===== config.mk =====
export PLATFORM = sky130hd
export DESIGN_NAME = alu_uart_sequencer_flat
export DESIGN_NICKNAME = d
export VERILOG_FILES = /design/src/rtl/alu_uart_sequencer_if.sv /design/src/rtl/alu_uart_sequencer.sv /design/src/flat_wrapper.sv
export SDC_FILE = /design/constraint.sdc
export NUM_CORES = 1
export LEC_CHECK = 0
export CAP_MARGIN = 20
export CORE_ASPECT_RATIO = 0.7
export CORE_UTILIZATION = 40
export CTS_BUF_LIST = sky130_fd_sc_hd__clkbuf_4
export CTS_CLUSTER_SIZE = 24
export DETAILED_ROUTE_END_ITERATION = 16
export GPL_TIMING_DRIVEN = 1
export PLACE_DENSITY = 0.65
export SLEW_MARGIN = 0
export SYNTH_ARGS = -nofsm -noshare
export SYNTH_HDL_FRONTEND = slang
export SYNTH_SLANG_ARGS = --single-unit

===== constraint.sdc =====
create_clock -name clk -period 1.65 [get_ports clk]
set_input_delay 0.33 -clock clk [delete_from_list [all_inputs] [get_ports clk]]
set_output_delay 0.33 -clock clk [all_outputs]
set_load 0.1 [all_outputs]

===== src/rtl/alu_uart_sequencer_if.sv =====
// Byte/handshake bundle between the UART pair, the ALU and the frame sequencer.
// master = UART/ALU environment side, slave = sequencer side.
interface alu_uart_sequencer_if #(
    parameter int NBIT_DATA_LEN = 8,
    parameter int NBIT_OP       = 6
);
    logic                     rx_done_tick;
    logic [NBIT_DATA_LEN-1:0] rx_data_in;
    logic [NBIT_DATA_LEN-1:0] alu_data_in;
    logic                     tx_done_tick;
    logic [NBIT_DATA_LEN-1:0] A;
    logic [NBIT_DATA_LEN-1:0] B;
    logic [NBIT_OP-1:0]       Op;
    logic [NBIT_DATA_LEN-1:0] data_out;
    logic                     tx_start;
    logic                     busy;
    logic                     err_op;
    logic                     err_timeout;
    logic                     rx_overrun;

    modport master (
        output rx_done_tick, rx_data_in, alu_data_in, tx_done_tick,
        input  A, B, Op, data_out, tx_start, busy, err_op, err_timeout, rx_overrun
    );

    modport slave (
        input  rx_done_tick, rx_data_in, alu_data_in, tx_done_tick,
        output A, B, Op, data_out, tx_start, busy, err_op, err_timeout, rx_overrun
    );
endinterface


===== src/rtl/alu_uart_sequencer.sv =====
// Frames A/B/opcode RX bytes into the ALU and returns the result to TX; tx_start 2 cycles after the opcode byte.
// No backpressure on RX: bytes arriving while a result is in flight are dropped and flagged as overrun.
module alu_uart_sequencer #(
    parameter int NBIT_DATA_LEN  = 8,
    parameter int NBIT_OP        = 6,
    parameter int TIMEOUT_CYCLES = 50000
) (
    input  logic                 clk,
    input  logic                 reset_n,
    alu_uart_sequencer_if.slave  bus
);
    localparam int CNT_W = (TIMEOUT_CYCLES > 0) ? $clog2(TIMEOUT_CYCLES + 1) : 1;
    localparam logic [CNT_W-1:0] CNT_LAST = (TIMEOUT_CYCLES > 0) ? CNT_W'(TIMEOUT_CYCLES - 1) : '0;

    localparam logic [NBIT_OP-1:0] OP_ADD = NBIT_OP'(6'b100000);
    localparam logic [NBIT_OP-1:0] OP_SUB = NBIT_OP'(6'b100010);
    localparam logic [NBIT_OP-1:0] OP_AND = NBIT_OP'(6'b100100);
    localparam logic [NBIT_OP-1:0] OP_OR  = NBIT_OP'(6'b100101);
    localparam logic [NBIT_OP-1:0] OP_XOR = NBIT_OP'(6'b100110);
    localparam logic [NBIT_OP-1:0] OP_NOR = NBIT_OP'(6'b100111);
    localparam logic [NBIT_OP-1:0] OP_SRA = NBIT_OP'(6'b000011);
    localparam logic [NBIT_OP-1:0] OP_SRL = NBIT_OP'(6'b000010);

    typedef enum logic [2:0] {
        S_WAIT_A, S_WAIT_B, S_WAIT_OP, S_EXEC, S_SEND, S_WAIT_TX
    } state_t;

    state_t                   r_state, w_state_nxt;
    logic [NBIT_DATA_LEN-1:0] r_a, r_b, r_dout;
    logic [NBIT_DATA_LEN-1:0] w_a_nxt, w_b_nxt, w_dout_nxt;
    logic [NBIT_OP-1:0]       r_op, w_op_nxt;
    logic [CNT_W-1:0]         r_cnt, w_cnt_nxt;
    logic                     r_tx_start, r_busy, r_err_op, r_err_to, r_ovr;
    logic                     w_tx_start_nxt, w_busy_nxt, w_err_op_nxt, w_err_to_nxt, w_ovr_nxt;
    logic [NBIT_OP-1:0]       w_rx_op;
    logic                     w_op_valid;
    logic                     w_expire;

    assign w_rx_op  = bus.rx_data_in[NBIT_OP-1:0];
    assign w_expire = (TIMEOUT_CYCLES > 0) && (r_cnt == CNT_LAST);

    always_comb begin
        case (w_rx_op)
            OP_ADD, OP_SUB, OP_AND, OP_OR,
            OP_XOR, OP_NOR, OP_SRA, OP_SRL: w_op_valid = 1'b1;
            default:                        w_op_valid = 1'b0;
        endcase
    end

    always_ff @(posedge clk or negedge reset_n) begin
        if (!reset_n) r_state <= S_WAIT_A;
        else          r_state <= w_state_nxt;
    end

    always_comb begin
        w_state_nxt = r_state;
        case (r_state)
            S_WAIT_A:  if (bus.rx_done_tick) w_state_nxt = S_WAIT_B;
            S_WAIT_B: begin
                if (bus.rx_done_tick) w_state_nxt = S_WAIT_OP;
                else if (w_expire)    w_state_nxt = S_WAIT_A;
            end
            S_WAIT_OP: begin
                if (bus.rx_done_tick) w_state_nxt = w_op_valid ? S_EXEC : S_WAIT_A;
                else if (w_expire)    w_state_nxt = S_WAIT_A;
            end
            S_EXEC:    w_state_nxt = S_SEND;
            S_SEND:    w_state_nxt = S_WAIT_TX;
            S_WAIT_TX: if (bus.tx_done_tick) w_state_nxt = S_WAIT_A;
            default:   w_state_nxt = S_WAIT_A;
        endcase
    end

    // Next values of the registered outputs; a tick in the expiry cycle takes priority over the timeout.
    always_comb begin
        w_a_nxt      = r_a;
        w_b_nxt      = r_b;
        w_op_nxt     = r_op;
        w_dout_nxt   = r_dout;
        w_cnt_nxt    = '0;
        w_err_op_nxt = 1'b0;
        w_err_to_nxt = 1'b0;
        w_ovr_nxt    = 1'b0;
        case (r_state)
            S_WAIT_A: if (bus.rx_done_tick) w_a_nxt = bus.rx_data_in;
            S_WAIT_B, S_WAIT_OP: begin
                if (bus.rx_done_tick) begin
                    if (r_state == S_WAIT_B) w_b_nxt = bus.rx_data_in;
                    else if (w_op_valid)     w_op_nxt = w_rx_op;
                    else                     w_err_op_nxt = 1'b1;
                end else if (w_expire) begin
                    w_err_to_nxt = 1'b1;
                end else if (TIMEOUT_CYCLES > 0) begin
                    w_cnt_nxt = r_cnt + CNT_W'(1);
                end
            end
            S_EXEC: begin
                w_dout_nxt = bus.alu_data_in;
                w_ovr_nxt  = bus.rx_done_tick;
            end
            default:  w_ovr_nxt = bus.rx_done_tick;
        endcase
        w_tx_start_nxt = (w_state_nxt == S_SEND);
        w_busy_nxt     = (w_state_nxt != S_WAIT_A);
    end

    always_ff @(posedge clk or negedge reset_n) begin
        if (!reset_n) begin
            r_a        <= '0;
            r_b        <= '0;
            r_op       <= '0;
            r_dout     <= '0;
            r_cnt      <= '0;
            r_tx_start <= 1'b0;
            r_busy     <= 1'b0;
            r_err_op   <= 1'b0;
            r_err_to   <= 1'b0;
            r_ovr      <= 1'b0;
        end else begin
            r_a        <= w_a_nxt;
            r_b        <= w_b_nxt;
            r_op       <= w_op_nxt;
            r_dout     <= w_dout_nxt;
            r_cnt      <= w_cnt_nxt;
            r_tx_start <= w_tx_start_nxt;
            r_busy     <= w_busy_nxt;
            r_err_op   <= w_err_op_nxt;
            r_err_to   <= w_err_to_nxt;
            r_ovr      <= w_ovr_nxt;
        end
    end

    assign bus.A           = r_a;
    assign bus.B           = r_b;
    assign bus.Op          = r_op;
    assign bus.data_out    = r_dout;
    assign bus.tx_start    = r_tx_start;
    assign bus.busy        = r_busy;
    assign bus.err_op      = r_err_op;
    assign bus.err_timeout = r_err_to;
    assign bus.rx_overrun  = r_ovr;
endmodule


===== src/flat_wrapper.sv =====
// flat-port wrapper written by rule: the top's interface ports become plain ports
module alu_uart_sequencer_flat 
#(
    parameter int NBIT_DATA_LEN  = 8,
    parameter int NBIT_OP        = 6,
    parameter int TIMEOUT_CYCLES = 50000
)
  (clk, reset_n, bus_rx_done_tick, bus_rx_data_in, bus_alu_data_in, bus_tx_done_tick, bus_A, bus_B, bus_Op, bus_data_out, bus_tx_start, bus_busy, bus_err_op, bus_err_timeout, bus_rx_overrun);
  alu_uart_sequencer_if #(.NBIT_DATA_LEN(NBIT_DATA_LEN), .NBIT_OP(NBIT_OP)) bus_i ();
  input  logic clk;
  input  logic reset_n;
  input wire logic [$bits(bus_i.rx_done_tick)-1:0] bus_rx_done_tick;
  input wire logic [$bits(bus_i.rx_data_in)-1:0] bus_rx_data_in;
  input wire logic [$bits(bus_i.alu_data_in)-1:0] bus_alu_data_in;
  input wire logic [$bits(bus_i.tx_done_tick)-1:0] bus_tx_done_tick;
  output wire logic [$bits(bus_i.A)-1:0] bus_A;
  output wire logic [$bits(bus_i.B)-1:0] bus_B;
  output wire logic [$bits(bus_i.Op)-1:0] bus_Op;
  output wire logic [$bits(bus_i.data_out)-1:0] bus_data_out;
  output wire logic [$bits(bus_i.tx_start)-1:0] bus_tx_start;
  output wire logic [$bits(bus_i.busy)-1:0] bus_busy;
  output wire logic [$bits(bus_i.err_op)-1:0] bus_err_op;
  output wire logic [$bits(bus_i.err_timeout)-1:0] bus_err_timeout;
  output wire logic [$bits(bus_i.rx_overrun)-1:0] bus_rx_overrun;
  assign bus_i.rx_done_tick = bus_rx_done_tick;
  assign bus_i.rx_data_in = bus_rx_data_in;
  assign bus_i.alu_data_in = bus_alu_data_in;
  assign bus_i.tx_done_tick = bus_tx_done_tick;
  assign bus_A = bus_i.A;
  assign bus_B = bus_i.B;
  assign bus_Op = bus_i.Op;
  assign bus_data_out = bus_i.data_out;
  assign bus_tx_start = bus_i.tx_start;
  assign bus_busy = bus_i.busy;
  assign bus_err_op = bus_i.err_op;
  assign bus_err_timeout = bus_i.err_timeout;
  assign bus_rx_overrun = bus_i.rx_overrun;
  alu_uart_sequencer #(.NBIT_DATA_LEN(NBIT_DATA_LEN), .NBIT_OP(NBIT_OP), .TIMEOUT_CYCLES(TIMEOUT_CYCLES)) u_core (.clk(clk), .reset_n(reset_n), .bus(bus_i));
endmodule

# Word level (Yosys, flattened, before mapping)
# Index checks and enable logic that the tools add are counted.
# Widths: inputs -> output; s select.
# classes
add_sub_neg	1
n_eq_ne	15
muxes	19
n_bitwise	1
n_reduce_logical	8
# ops
op	n
$mux 16	3
$eq 6x6->1 const B	6
$pmux 3 s6	1
$add 16x1->16 const B	1
$eq 16x16->1 const B	1
$mux 3	5
$eq 6x2->1 const B	2
$eq 3x3->1 const B	3
$mux 1	9
$reduce_or 8->1	1
$eq 3x2->1 const B	2
$reduce_and 4->1	1
$eq 3x1->1 const B	1
$logic_not 3->1	1
$reduce_and 3->1	1
$reduce_bool 3->1	1
$reduce_or 3->1	1
$mux 2	1
$reduce_and 2->1	1
$reduce_or 2->1	1
$not 1->1	1
# totals
regBits	54
inputBits	20
output_inout_bits	35

# Depth between registers and ports, before layout
# Gate-level depths: netlist of the first run.
# depth
word_depth	7
ltp_mapped	7

# Least setup slack after synthesis of the first run
# OpenSTA, ideal clock, no wires.
# synth_path
kind	register -> register
startpoint	register u_core.r_cnt[0]
endpoint	register u_core.r_busy (netlist: u_core.bus.busy)
arrival_time_ps	1653
required_ps	1519
slack_ps	-134
stages_incl_launch_ff	7
synth_period_minus_slack_ps	1784
path_cell_list	dfrtp_1 > ha_1 > and3_2 > nand4_2 > and3b_1 > a211o_1 > or3_1
# synth_between
elab_chain_cells	5
word_cells_on_any_way	6
cone_classes	eq/ne (1); mux (4); reduce/logical (1)
# synth_lines
element	line_no	text
start, declared	alu_uart_sequencer.sv:32	logic [CNT_W-1:0] r_cnt, w_cnt_nxt;
start signal, assigned	alu_uart_sequencer.sv:124	r_cnt <= w_cnt_nxt;
$eq 16x16->1 *	alu_uart_sequencer.sv:40	assign w_expire = (TIMEOUT_CYCLES > 0) && (r_cnt == CNT_LAST);
$mux 3 *	alu_uart_sequencer.sv:61, alu_uart_sequencer.sv:65	
$mux 3, on equally long branches	alu_uart_sequencer.sv:64, alu_uart_sequencer.sv:60	
$pmux 3 s6 *	alu_uart_sequencer.sv:57	case (r_state)
via u_core.w_state_nxt[0]	alu_uart_sequencer.sv:28	state_t r_state, w_state_nxt;
$reduce_bool 3->1 *	alu_uart_sequencer.sv:104	w_busy_nxt = (w_state_nxt != S_WAIT_A);
via u_core.w_busy_nxt	alu_uart_sequencer.sv:34	logic w_tx_start_nxt, w_busy_nxt, w_err_op_nxt, w_err_to_nxt, w_ovr_nxt;
end signal, assigned	alu_uart_sequencer.sv:126	r_busy <= w_busy_nxt;
end, declared	alu_uart_sequencer.sv:33	logic r_tx_start, r_busy, r_err_op, r_err_to, r_ovr;
# Mark *: on every way through the listed nets, which the timed path passes. The rest lies on a longest branch.
# A chain may end at the register's enable or synchronous reset.

# Worst setup path after layout of the first run
# layout_path
startpoint	register u_core.r_cnt[12]
endpoint	register u_core.r_busy (netlist: u_core.bus.busy)
# Same word-level chain as after synthesis.

==> summary.md, run 1 <==
| Metric | Value |
|---|---|
| Outcome | finished with violations |
| Failing checks | setup timing |
| Startpoint types | register |
| Routed len/inst | 14.2 µm |
| Post-synth top area cell | dfrtp_1 |
| Number of standard cells in the final layout excluding fillers | 362 |
| Tmin final | 1670 ps |
| Clk_lat worst skew | 380 ps |
| Top post-synthesis cells by area | dfrtp_1 59%, mux2_2 9.8%, nand2_1 4.9% |
| Pre-antenna DRT Iters | 4 |
| Layout area overhead | 59.0% |
| Iteration-0 DRC Markers | 57 |
| Worst slew pin tran | 418 ps |
| Slowest cell on the critical path | dfrtp_1 |
| Largest net degree at the start of global routing | 41 |
| CP Capture Type | register |
| Fmax | 597 MHz |
| Final period util | 1.01 |
| First-pass GRT wire length | 8640 µm |
| Num rows | 22 |
| Worst Skew | 11.9 ps |
| Worst path cell trace | and4bb_2 > nand4_4 > and3b_1 > a211o_1 > or3_1 |
| Die outline area | 0.00606 mm² |
| Max-cap viol count | 0 |
| Cell area after synthesis | 0.00230 mm² |
| Dpl cells | 352 |
| Worst path bufs/invs | 0 |
| Pre-CTS setup slack | -445 ps |
| Sequential-to-total area share from yosys stat | 0.588 |
| Syn_nets | 217 |
| H-tree Lvls | 2 |
| IO Port Bufs | 54 |
| Avg Cell Area, Syn | 11.7 µm² |
| Number of top-level pins | 55 |
| Delay-heaviest family, CP | simple AND/OR/NAND/NOR gates |
| Sink Count | 54 |
| Maximum clock insertion buffer count | 2 |
| FF+latch count, synth | 54 |
| Routability cong. | 0.829 |
| Post-synth EDFFs | 0 |
| Worst setup margin | -24.3 ps |
| Gr ovfl total | 0 |
| Most common flop cell mapped by yosys | dfrtp_1 |
| CTS tree | yes |
| WS Path Type | register to register |
| Hold crit path type | input port to asynchronous set/reset pin |
| Slew margin rel. | 0.719 |
| WP data required | 1930 ps |
| Fraction of layout cells with a size suffix above 1 | 0.400 |
| Starting Density | 0.426 |
| DRT antenna net count | 0 |
| Max-slew violation count | 0 |
| Mapped Cells | 196 |
| Ys Warns | 0 |
| DP HPWL | 3910 µm |
| Vias | 1710 |
| FFs w/ async S/R, synth | 1.00 |
| Vias per std cell | 4.72 |
| Worst-path maximum fanout | 2 |
| Aggregate global-route resource usage | 0.188 |
| Final setup viols | 2 |
| Fin util | 0.678 |
| Cell variety after synth | 39 |
| Root Driver | clkbuf_4 |
| Yosys top cell area share | 0.588 |
| CP peak stage delay | 410 ps |
| Die Ht | 65.4 µm |
| N_diodes | 0 |
| RSZ-0062 raised after global routing | yes |
| Fin. Hold Viols | 0 |
| Clock Pin Slew Worst Setup and Hold Paths | 160 ps |
| TritonCTS Buffers | 5 |
| Fin nets | 310 |
| Die extent in x | 92.6 µm |
| CORE AREA | 0.00540 mm² |
| Drc violations | 0 |
| Initial antenna violation count | 0 |
| Worst EP arrival | 1950 ps |
| Vias in the first global route | 1767 |
| WL final | 5140 µm |
[area by class of cell]
| type | count | area, µm² |
|---|---|---|
| fill | 425 | 1740 |
| tap | 72 | 90.1 |
| sequential | 54 | 1350 |
| multi-input combinational | 133 | 931 |
| inverter | 5 | 18.8 |
| clock buffer | 5 | 37.5 |
| timing repair buffer | 90 | 1180 |
| clock inverter | 3 | 43.8 |
[synthesized netlist by cell type (2+ instances only)]
library cell	count
or3_1	2
xnor2_1	7
nand3_1	5
mux2_2	20
nand2_1	30
and2_1	2
dfrtp_1	54
nand4_1	4
nor3_2	2
xor2_1	7
a21oi_1	2
clkbuf_1	2
inv_1	3
nand2b_1	3
nor2_1	26
nor3_1	3
a211o_1	2
[routing by layer]
metal	track usage	routed length [µm]	up-vias
met3	0.0532	263	7
met4	0.0577	68	0
met2	0.289	2310	40
li1	-	-	847
met1	0.260	2500	816
met5	0	0	-
[cells in the final DEF, fill, tap and decap left out, types with 2 or more instances in the layout]
master / synthesis / final
nand3_2: 1 / 3
nand4_1: 4 / 4
nand2b_1: 3 / 3
xnor2_1: 7 / 7
nor2_1: 26 / 26
clkdlybuf4s50_1: 0 / 18
inv_1: 3 / 3
a211o_1: 2 / 2
nand3_1: 5 / 3
nor3_2: 2 / 3
nor3_1: 3 / 2
buf_12: 0 / 37
buf_4: 0 / 33
xor2_1: 7 / 7
mux2_2: 20 / 20
nand2_1: 30 / 30
clkbuf_4: 0 / 5
or3_1: 2 / 2
and2_1: 2 / 2
dfrtp_1: 54 / 54
[final timing paths]
| kind | slack (ps) | depth (start not counted) | end | start |
|---|---|---|---|---|
| worst max-delay path | -20 | 5 | u_core.bus.busy$_DFF_PN0_ | u_core.r_cnt[12]$_DFF_PN0_ |
| max in group asynchronous | 760 | 3 | u_core.r_cnt[10]$_DFF_PN0_ | reset_n |
| worst min register to register | 550 | 2 | u_core.bus.data_out[6]$_DFFE_PN0P_ | u_core.bus.data_out[6]$_DFFE_PN0P_ |
| worst max register to register | -20 | 5 | u_core.bus.busy$_DFF_PN0_ | u_core.r_cnt[12]$_DFF_PN0_ |
| worst min-delay path | 370 | 2 | u_core.bus.data_out[0]$_DFFE_PN0P_ | reset_n |
| min in group clk | 470 | 3 | u_core.bus.data_out[0]$_DFFE_PN0P_ | bus_alu_data_in[0] |
[through the flow]
| step | hold WS, ps | instance area (µm²) | setup TNS (ps) |
|---|---|---|---|
| floorplan | 34.4 | 2310 | -45.5 |
| global placement | 262 | 3540 | -5670 |
| detailed placement | 260 | 3540 | -6970 |
| CTS | 359 | 3650 | -51.1 |
| global route | 377 | 3660 | -393 |
| finish | 373 | 3660 | -27.6 |
[kinds of logic after synthesis]
kind of cell,Yosys count,share of synthesized area
muxes,20,0.0979
AOI/OAI and AO/OA,8,0.0261
xor gates and xnor gates,14,0.0533
adders and majority gates,1,0.00544
and+or+nand+nor,90,0.207
buffers and inverters,9,0.0223
DFF,54,0.588
[state kept, by name (all words and copies together), names as in the netlist]
register and count:
u_core.r_state 3, u_core.bus.busy 1, u_core.bus.err_op 1, u_core.bus.tx_start 1
u_core.bus.data_out 8, u_core.bus.B 8, u_core.bus.Op 6, u_core.r_cnt 16
u_core.bus.rx_overrun 1, u_core.bus.A 8, u_core.bus.err_timeout 1
[timing repair]
item | 4_1_cts | 5_1_grt
pin swaps | 1 | 4
hold buffers | 1 | 0
setup endpoints to repair | 6 | 8
endpoints found under the hold margin | 14 | 0
setup buffers | 1 | 0
resized for setup | 2 | 2
Power of run 1 is left out: the tool's default activity adds up to more than one toggle a clock period on the data nets, which glitch-free logic cannot reach.
==> run 2, diff against run 1 <==
SETUP_SLACK_MARGIN = 0.05   (was unset)
==> summary.md, run 2 (synthesis results as in run 1) <==
| Metric | Value |
|---|---|
| Outcome | finished with violations |
| Failing checks | setup timing |
| Vias | 1729 (+1.1%) |
| CORE AREA | 0.00540 mm² (unchanged) |
| Tmin final | 1710 ps (+37.7 ps) |
| Vias per std cell | 4.80 (+1.7%) |
| Num rows | 22 (unchanged) |
| Met2 routed WL | 2240 µm (-3.4%) |
| First-pass GRT wire length | 8630 µm (about the same) |
| WP data required | 1910 ps (-20 ps) |
| Top reg by flops | u_core.r_cnt |
| N_diodes | 0 (unchanged) |
| Hold path startpoint | bus_rx_data_in[2] |
| Most frequent cells in the layout | 53 x dfrtp_1, 37 x buf_12, 31 x buf_4, 30 x nand2_1, 26 x nor2_1 |
| Fin. Hold Viols | 0 (unchanged) |
| CP Capture Type | register |
| TritonCTS Buffers | 5 (unchanged) |
| H-tree Lvls | 2 (unchanged) |
| Worst Skew | 8.79 ps (-3.13 ps) |
| Pre-CTS setup slack | -426 ps (+18.3 ps) |
| RSZ-0062 raised after global routing | yes |
| WHS Endpoint | u_core.bus.Op[2]$_DFFE_PN0P_ |
| CTS tree | yes |
| Routability cong. | 0.857 (+3.3%) |
| Layout area overhead | 58.7% |
| DRT antenna net count | 0 (unchanged) |
| Most common cell after layout, fill and taps aside | dfrtp_1 |
| WL final | 5170 µm (+0.68%) |
| Routed len/inst | 14.4 µm (+1.2%) |
| Pre-antenna DRT Iters | 4 (unchanged) |
| Worst setup margin | -62.0 ps (-37.7 ps) |
| Largest net degree at the start of global routing | 55 (+34%) |
| Setup slack, reg-to-reg | -60 ps (-40 ps) |
| Die extent in x | 92.6 µm (unchanged) |
| Reg2reg start | u_core.r_cnt[1]$_DFF_PN0_ |
| Worst R2R End | u_core.bus.busy$_DFF_PN0_ |
| Iteration-0 DRC Markers | 82 (+44%) |
| IO Port Bufs | 54 (unchanged) |
| R2R depth | 6 (+1) |
| Number of flip-flops in the largest register | 16 (unchanged) |
| WS Path Type | register to register |
| Max-cap viol count | 0 (unchanged) |
| Aggregate global-route resource usage | 0.187 (-0.000992) |
| Fraction of layout cells with a size suffix above 1 | 0.403 (+0.00278) |
| Clock Pin Slew Worst Setup and Hold Paths | 140 ps (-20 ps) |
| Clk_lat worst skew | 360 ps (-20 ps) |
| Wire length on met1 | 2600 µm (+4.1%) |
| Final setup viols | 1 (-1) |
| Routed met3 length | 292 µm (+11%) |
| Die outline area | 0.00606 mm² (unchanged) |
| Fmax | 584 MHz (-2.2%) |
| Drc violations | 0 (unchanged) |
| Worst EP arrival | 1970 ps (+20 ps) |
| Startpoint types | register |
| Final period util | 1.04 (+0.0228) |
| Initial antenna violation count | 0 (unchanged) |
| Slew margin rel. | 0.795 (+0.0758) |
| Number of top-level pins | 55 (unchanged) |
| Sink Count | 54 (unchanged) |
| WHS Path Cells | 2 |
| Die Ht | 65.4 µm (unchanged) |
| Starting Density | 0.426 (unchanged) |
| Worst slew pin tran | 304 ps (-113 ps) |
| Fin nets | 308 (-0.65%) |
| Maximum clock insertion buffer count | 2 (unchanged) |
| Worst-path maximum fanout | 2 (unchanged) |
| Top layer in use | met4 |
| Max-slew violation count | 0 (unchanged) |
| Root Driver | clkbuf_4 |
| Final setup TNS | -62.0 ps (-34.4 ps) |
| DP HPWL | 3850 µm (-1.6%) |
| Vias in the first global route | 1779 (+0.68%) |
| Gr ovfl total | 0 (unchanged) |
| Hold crit path type | input port to register |
[run 2: changes by cell type in the layout (fill, tap and decap cells not counted), sizes merged]
cell,change
buf,-2
bufinv,-1
clkbuf,+1
clkinvlp,+1
clkdlybuf4s50,-2
dlymetal6s2s,+2
inv,-1
[run 2: layout make-up]
cell class	count	area, µm²
Clock buffer	6	45.0
Clock inverter	2	8.76
Fill cell	429	1750
Inverter	5	22.5
Multi-Input combinational cell	133	957
Sequential cell	54	1350
Tap cell	72	90.1
Timing Repair Buffer	88	1170
[run 2: repair_timing]
action                                  CTS  global route
setup buffers                             1             1
gates resized for setup                   4             8
endpoints found under the hold margin    54             0
cloned                                    0             0
hold buffers                              1             0
endpoints found under the setup margin    6            21
pin swaps                                 2             4
[run 2: worst max-delay path, cell delays in order, from the launching register on]
cell and delay (ps):
dfrtp_1 380, ha_2 200, and3_4 210, nand4_4 90, and3b_1 180, a211o_1 240, or3_1 300
[run 2: how the worst max path moves through the flow]
stage / startpoint / to / slack (ps) / depth (start not counted)
6_report: u_core.r_cnt[1]$_DFF_PN0_ / u_core.bus.busy$_DFF_PN0_ / -60 / 6
3_5_place_dp: bus_rx_data_in[2] / u_core.bus.Op[1]$_DFFE_PN0P_ / -430 / 6
4_1_cts: u_core.r_cnt[0]$_DFF_PN0_ / u_core.bus.busy$_DFF_PN0_ / -60 / 6
5_1_grt: u_core.r_cnt[1]$_DFF_PN0_ / u_core.bus.busy$_DFF_PN0_ / -110 / 6
3_3_place_gp: bus_rx_data_in[2] / u_core.bus.Op[5]$_DFFE_PN0P_ / -380 / 6
2_1_floorplan: u_core.r_cnt[0]$_DFF_PN0_ / u_core.bus.busy$_DFF_PN0_ / -50 / 6
[run 2: metrics by stage]
stage	area, µm²	cells	hold slack [ps]	util
finish	3650	360	293	0.676
global route	3650	360	302	0.676
CTS	3610	359	453	0.668
detailed placement	3520	349	346	0.652
global placement	3520	349	348	0.652
floorplan	2320	196	34.4	-
[run 2: per-layer routing]
layer / up-vias / GRT usage
met5: - / 0
met4: 0 / 0.0558
met3: 5 / 0.0532
met2: 43 / 0.267
met1: 837 / 0.277
li1: 844 / -
Power of run 2 is left out for the same reason.
